**src/rtl/uart_pkg.sv**
```systemverilog
// Shared types for the UART transmit-side blocks: frame format and scheduler states.
package uart_pkg;

    // Per-frame format handed to the UART core alongside the payload.
    typedef struct packed {
        logic [1:0] data_bit_num;
        logic       parity_en;
        logic       parity_type;
        logic       stop_bit_num;
    } uart_frame_cfg_t;

    // Scheduler states: waiting for a request, waiting for the core's ack, frame in flight.
    typedef enum logic [1:0] {
        IDLE  = 2'd0,
        START = 2'd1,
        BUSY  = 2'd2
    } sched_state_e;

endpackage

```
**src/rtl/rr_arbiter.sv**
```systemverilog
// Combinational round-robin arbiter: picks the first eligible requester at or
// after ptr_i, wrapping modulo NUM_REQ. Shared with the receive-side schedulers.
module rr_arbiter #(
    parameter  int NUM_REQ = 4,
    localparam int IDX_W   = $clog2(NUM_REQ)
) (
    input  logic [NUM_REQ-1:0] req_i,
    input  logic [NUM_REQ-1:0] mask_i,
    input  logic [IDX_W-1:0]   ptr_i,
    output logic [NUM_REQ-1:0] gnt_o,
    output logic [IDX_W-1:0]   idx_o,
    output logic               any_o
);

    logic [NUM_REQ-1:0] elig;

    // A requester is only a candidate when it asks and its mask bit allows it.
    for (genvar gi = 0; gi < NUM_REQ; gi++) begin : g_elig
        assign elig[gi] = req_i[gi] & mask_i[gi];
    end

    // Scan from the farthest offset down to offset 0 so the nearest eligible
    // requester to the pointer is the one left in idx_o.
    always_comb begin
        logic [IDX_W-1:0] cand;
        idx_o = '0;
        cand  = '0;
        for (int i = NUM_REQ - 1; i >= 0; i--) begin
            cand = IDX_W'((int'(ptr_i) + i) % NUM_REQ);
            if (elig[cand]) begin
                idx_o = cand;
            end
        end
        any_o = |elig;
        gnt_o = any_o ? (NUM_REQ'(1) << idx_o) : '0;
    end

endmodule

```
**src/rtl/uart_tx_sched.sv**
```systemverilog
// Round-robin scheduler sharing one UART transmit path between NUM_REQ requesters.
// Each granted frame's payload and format are captured at grant time and held
// on the core-facing outputs until the next grant.
module uart_tx_sched
    import uart_pkg::*;
#(
    parameter  int NUM_REQ = 4,
    parameter  int DATA_W  = 32,
    localparam int IDX_W   = $clog2(NUM_REQ)
) (
    input  logic                              clk,
    input  logic                              reset,
    input  logic [NUM_REQ-1:0]                req_valid_i,
    input  logic [NUM_REQ-1:0][DATA_W-1:0]    req_data_i,
    input  uart_frame_cfg_t [NUM_REQ-1:0]     req_cfg_i,
    input  logic [NUM_REQ-1:0]                req_mask_i,
    output logic [NUM_REQ-1:0]                grant_o,
    output logic [NUM_REQ-1:0]                done_o,
    output logic                              start_tx_o,
    output logic [DATA_W-1:0]                 tx_data_o,
    output uart_frame_cfg_t                   cfg_o,
    input  logic                              tx_start_ack_i,
    input  logic                              tx_done_i,
    output logic                              busy_o,
    output logic [IDX_W-1:0]                  owner_o
);

    sched_state_e        state_q, state_d;
    logic [IDX_W-1:0]    rr_ptr_q, rr_ptr_d;
    logic [IDX_W-1:0]    owner_q, owner_d;
    logic [DATA_W-1:0]   tx_data_q, tx_data_d;
    uart_frame_cfg_t     cfg_q, cfg_d;
    logic                start_tx_q, start_tx_d;
    logic                busy_q, busy_d;
    logic [NUM_REQ-1:0]  done_q, done_d;
    logic [NUM_REQ-1:0]  grant_sel;

    logic [NUM_REQ-1:0]  arb_gnt;
    logic [IDX_W-1:0]    arb_idx;
    logic                arb_any;
    logic [IDX_W-1:0]    ptr_after_owner;

    rr_arbiter #(
        .NUM_REQ (NUM_REQ)
    ) u_arb (
        .req_i  (req_valid_i),
        .mask_i (req_mask_i),
        .ptr_i  (rr_ptr_q),
        .gnt_o  (arb_gnt),
        .idx_o  (arb_idx),
        .any_o  (arb_any)
    );

    // The requester after the finishing owner gets first look next time.
    assign ptr_after_owner = (owner_q == IDX_W'(NUM_REQ - 1)) ? '0 : owner_q + 1'b1;

    // Next-state logic: arbitration in IDLE, ack wait in START, completion in BUSY.
    always_comb begin
        state_d    = state_q;
        rr_ptr_d   = rr_ptr_q;
        owner_d    = owner_q;
        tx_data_d  = tx_data_q;
        cfg_d      = cfg_q;
        start_tx_d = start_tx_q;
        done_d     = '0;
        grant_sel  = '0;
        unique case (state_q)
            IDLE: begin
                // A stray tx_done_i here is deliberately ignored.
                if (arb_any) begin
                    grant_sel  = arb_gnt;
                    state_d    = START;
                    tx_data_d  = req_data_i[arb_idx];
                    cfg_d      = req_cfg_i[arb_idx];
                    owner_d    = arb_idx;
                    start_tx_d = 1'b1;
                end
            end
            START: begin
                // No timeout: a CTS-stalled core may hold off the ack indefinitely.
                if (tx_start_ack_i) begin
                    start_tx_d = 1'b0;
                    if (tx_done_i) begin
                        state_d          = IDLE;
                        done_d[owner_q]  = 1'b1;
                        rr_ptr_d         = ptr_after_owner;
                    end else begin
                        state_d = BUSY;
                    end
                end
            end
            BUSY: begin
                if (tx_done_i) begin
                    state_d          = IDLE;
                    done_d[owner_q]  = 1'b1;
                    rr_ptr_d         = ptr_after_owner;
                end
            end
            default: begin
                state_d    = IDLE;
                start_tx_d = 1'b0;
            end
        endcase
        busy_d = (state_d != IDLE);
    end

    // State and registered outputs; reset abandons any frame without a done pulse.
    always_ff @(posedge clk) begin
        if (reset) begin
            state_q    <= IDLE;
            rr_ptr_q   <= '0;
            owner_q    <= '0;
            tx_data_q  <= '0;
            cfg_q      <= '0;
            start_tx_q <= 1'b0;
            busy_q     <= 1'b0;
            done_q     <= '0;
        end else begin
            state_q    <= state_d;
            rr_ptr_q   <= rr_ptr_d;
            owner_q    <= owner_d;
            tx_data_q  <= tx_data_d;
            cfg_q      <= cfg_d;
            start_tx_q <= start_tx_d;
            busy_q     <= busy_d;
            done_q     <= done_d;
        end
    end

    // Grant is the requester's capture strobe, so it coincides with the latch edge;
    // it is suppressed while reset is held so no requester believes it was served.
    assign grant_o    = grant_sel & {NUM_REQ{~reset}};
    assign done_o     = done_q;
    assign start_tx_o = start_tx_q;
    assign tx_data_o  = tx_data_q;
    assign cfg_o      = cfg_q;
    assign busy_o     = busy_q;
    assign owner_o    = owner_q;

endmodule

```
**config.mk**
```make
export PLATFORM = sky130hd
export DESIGN_NAME = uart_tx_sched
export DESIGN_NICKNAME = d
export VERILOG_FILES = /design/src/rtl/uart_pkg.sv /design/src/rtl/rr_arbiter.sv /design/src/rtl/uart_tx_sched.sv
export SDC_FILE = /design/constraint.sdc
export NUM_CORES = 1
export LEC_CHECK = 0
export CORE_MARGIN = 4
export CORE_UTILIZATION = 33
export CTS_CLUSTER_SIZE = 10
export DETAILED_ROUTE_END_ITERATION = 12
export HOLD_SLACK_MARGIN = 0.05
export PLACE_DENSITY_LB_ADDON = 0.2
export SYNTH_ARGS = -nofsm -noshare
export SYNTH_HDL_FRONTEND = slang
export SYNTH_SLANG_ARGS = --single-unit
```
**constraint.sdc**
```tcl
create_clock -name clk -period 1.7 [get_ports clk]
set_input_delay 0.17 -clock clk [delete_from_list [all_inputs] [get_ports clk]]
set_output_delay 0.17 -clock clk [all_outputs]
set_load 0.05 [all_outputs]
```
==> out/results.tsv <==
metric	value	unit
final setup margin	-0.244	ns
Seq/Total Area, Yosys	30.6	%
r2r worst-path depth	9	
hold slack final	0.458	ns
1st-iter DRT viols	181	
H-tree depth	2	
synthesis-to-layout area growth	123	%
worst slack at placement	-0.456	ns
die area	0.0114	mm^2
cell taking the most area after synthesis	dfxtp_1	
Post-synth EDFFs	0	
CTS sink count	49	
Clock Latency Late Sink	0.30	ns
share of cells above drive strength 1	39.2	%
grt total ovfl	0	
met2 usage	46.1	%
Synth Flop Type	dfxtp_1	
Crit. End Element	output port	
CTS Buffer Depth	2	
Placed Cells	719	
crit-path max FO	6	
global-route wire length before repair	23.0	mm
Num CTS Buffers	5	
Rel. slew slack	64.1	%
row count	35	
Final min period	1.94	ns
Final setup viols	41	
Async SR Flop Fraction	0	%
LEAKAGE	2.73	nW
DRC Markers	0	
core area	0.00937	mm^2
Mapped Area	0.00321	mm^2
initial antenna violation count	0	
Final Wtd Congestion	0.878	
routed vias/inst	5.56	
crit start category	flip-flop	
diode count	0	
Worst Hold Class	reg -> reg	
Pins Over Slew Limit	0	
CTS tree	yes	
gr usage total	25.3	%
most common cell after layout, fill and taps aside	clkdlybuf4s50_1	
PwrDens	704	mW/mm^2
# fillers	612	
met3 Use GR	6.38	%
outcome	complete, but fails checks	
most frequent cells in the layout	clkdlybuf4s50_1, a211oi_2, buf_4, dfxtp_1, inv_1	
post-route ant nets	0	
maximum clock rate	514	MHz
vias in the first global route	4531	
register bit count reported by yosys	49	
# hold bufs at CTS	0	
GRT met1 Usage	28.5	%
YS warnings	0	
Min-Delay Path Depth	2	
largest net degree at the start of global routing	22	
routed len/inst	20.3	um
Pre-antenna DRT Iters	4	
Die W	107	um
root buffer cell	clkbuf_8	
Max VDD drop	488	uV
IO Count	209	
final WL	15.6	mm
Area contributors post-synth	dfxtp_1, a211oi_1, and3_1, o32ai_1, inv_1	
Worst Skew	0.00804	ns
IO buf count	208	
Fin. Hold Viols	0	
register area	985	um^2
clk slew on worst S/H paths	0.09	ns
failing checks	setup timing	
fin cells	765	
RSZ-0062 raised after global routing	yes	
DR vias	4250	
Die H	107	um
Worst EP arrival	1.77	ns
Core Util, Final	76.5	%
hpwl dp	9.77	mm
Nets	803	
Syn Nets	553	
worst setup path class	reg -> out	
Netlist cell types	39	
Final period util	114	%
syn_area_per_cell	8.33	um^2
post-synth top area share	30.6	%
CP Data Required Time	1.53	ns
global routing's busiest layer	met2	
Max Cap Viol	0	
worst slew pin tran	0.536	ns
multi-input logic area	0.00270	mm^2
Starting Density	34.2	%
Mapped Cells	385	
## cell usage after synthesis (2+ instances only)
library cell  instances
and3_1               74
a211oi_1             71
dfxtp_1              49
inv_1                42
o32ai_1              35
buf_2                20
clkbuf_1             15
nand2_1              10
and2_1                8
ha_1                  8
nor2_1                6
nor3_1                6
a211oi_2              4
buf_4                 4
mux2i_1               3
a21oi_1               2
a22oi_1               2
a311oi_1              2
buf_6                 2
nand3b_1              2
o32ai_2               2
## where the power goes
| part | internal (mW) | leakage (nW) | switching [mW] | total (mW) |
|---|---|---|---|---|
| logic | 1.35 | 2.26 | 1.44 | 2.78 |
| registers | 1.29 | 0.405 | 0.0837 | 1.38 |
| clock network | 0.481 | 0.0585 | 0.404 | 0.884 |
## timing repair
item,in CTS,in global routing
pin swaps,79,40
resized for setup,126,48
gates cloned,8,2
buffers inserted,18,12
endpoints found under the setup margin,40,41
## logic make-up (layout without fill, tap and decap cells)
logic type | after synthesis | after routing | share of synthesized area [%]
buffers and inverters | 85 | 336 | 11.7
AO/OA/AOI/OAI | 129 | 129 | 33.5
flip-flops | 49 | 49 | 30.6
adder cells (fa/ha/maj) | 8 | 8 | 3.12
AND/OR/NAND/NOR | 111 | 111 | 20.2
multiplexers | 3 | 3 | 0.936
## per-layer routing
metal,vias to the layer above,share of wire (%)
li1,1957,-
met1,2065,38
met2,197,52
met3,31,7.5
met4,0,2.5
met5,-,0
## final cells by class
type	count	area share (%)
Multi-Input combinational cell	251	37.6
Clock inverter	1	0.419
Sequential cell	49	13.7
Clock buffer	7	1.20
Tap cell	129	2.25
Inverter	43	2.25
Timing Repair Buffer	285	42.5
## stage by stage
stage / area, um^2 / setup TNS (ns) / power (mW)
floorplan: 3290 / -0.0666 / 2.60
global placement: 5780 / -13.05 / 3.55
detailed placement: 5780 / -15.51 / 3.58
CTS: 6830 / -4.06 / 4.86
global route: 7170 / -8.62 / 5.26
finish: 7170 / -4.98 / 5.04
## worst paths after layout
kind | startpoint | endpoint | slack [ns]
max | rr_ptr_q[0] | grant_o[2] | -0.24
min | tx_data_o[11] | tx_data_o[11] | 0.46
max reg2reg | rr_ptr_q[0] | tx_data_o[3] | -0.17
min reg2reg | tx_data_o[11] | tx_data_o[11] | 0.46
## critical path, cell delays in order (launching register included)
cell      delay [ns]
dfxtp_2         0.37
nand3b_1        0.16
a21oi_2         0.07
buf_4           0.14
a31o_4          0.22
buf_12          0.15
nor3_4          0.20
buf_12          0.16
## flip-flops by register name, summed over array words and instances (netlist names)
register,count
owner_o,2
rr_ptr_q,2
tx_data_o,32
done_o,4
busy_o,1
cfg_o,5
state_q,2
start_tx_o,1
Power figures use the tool's default switching activity.
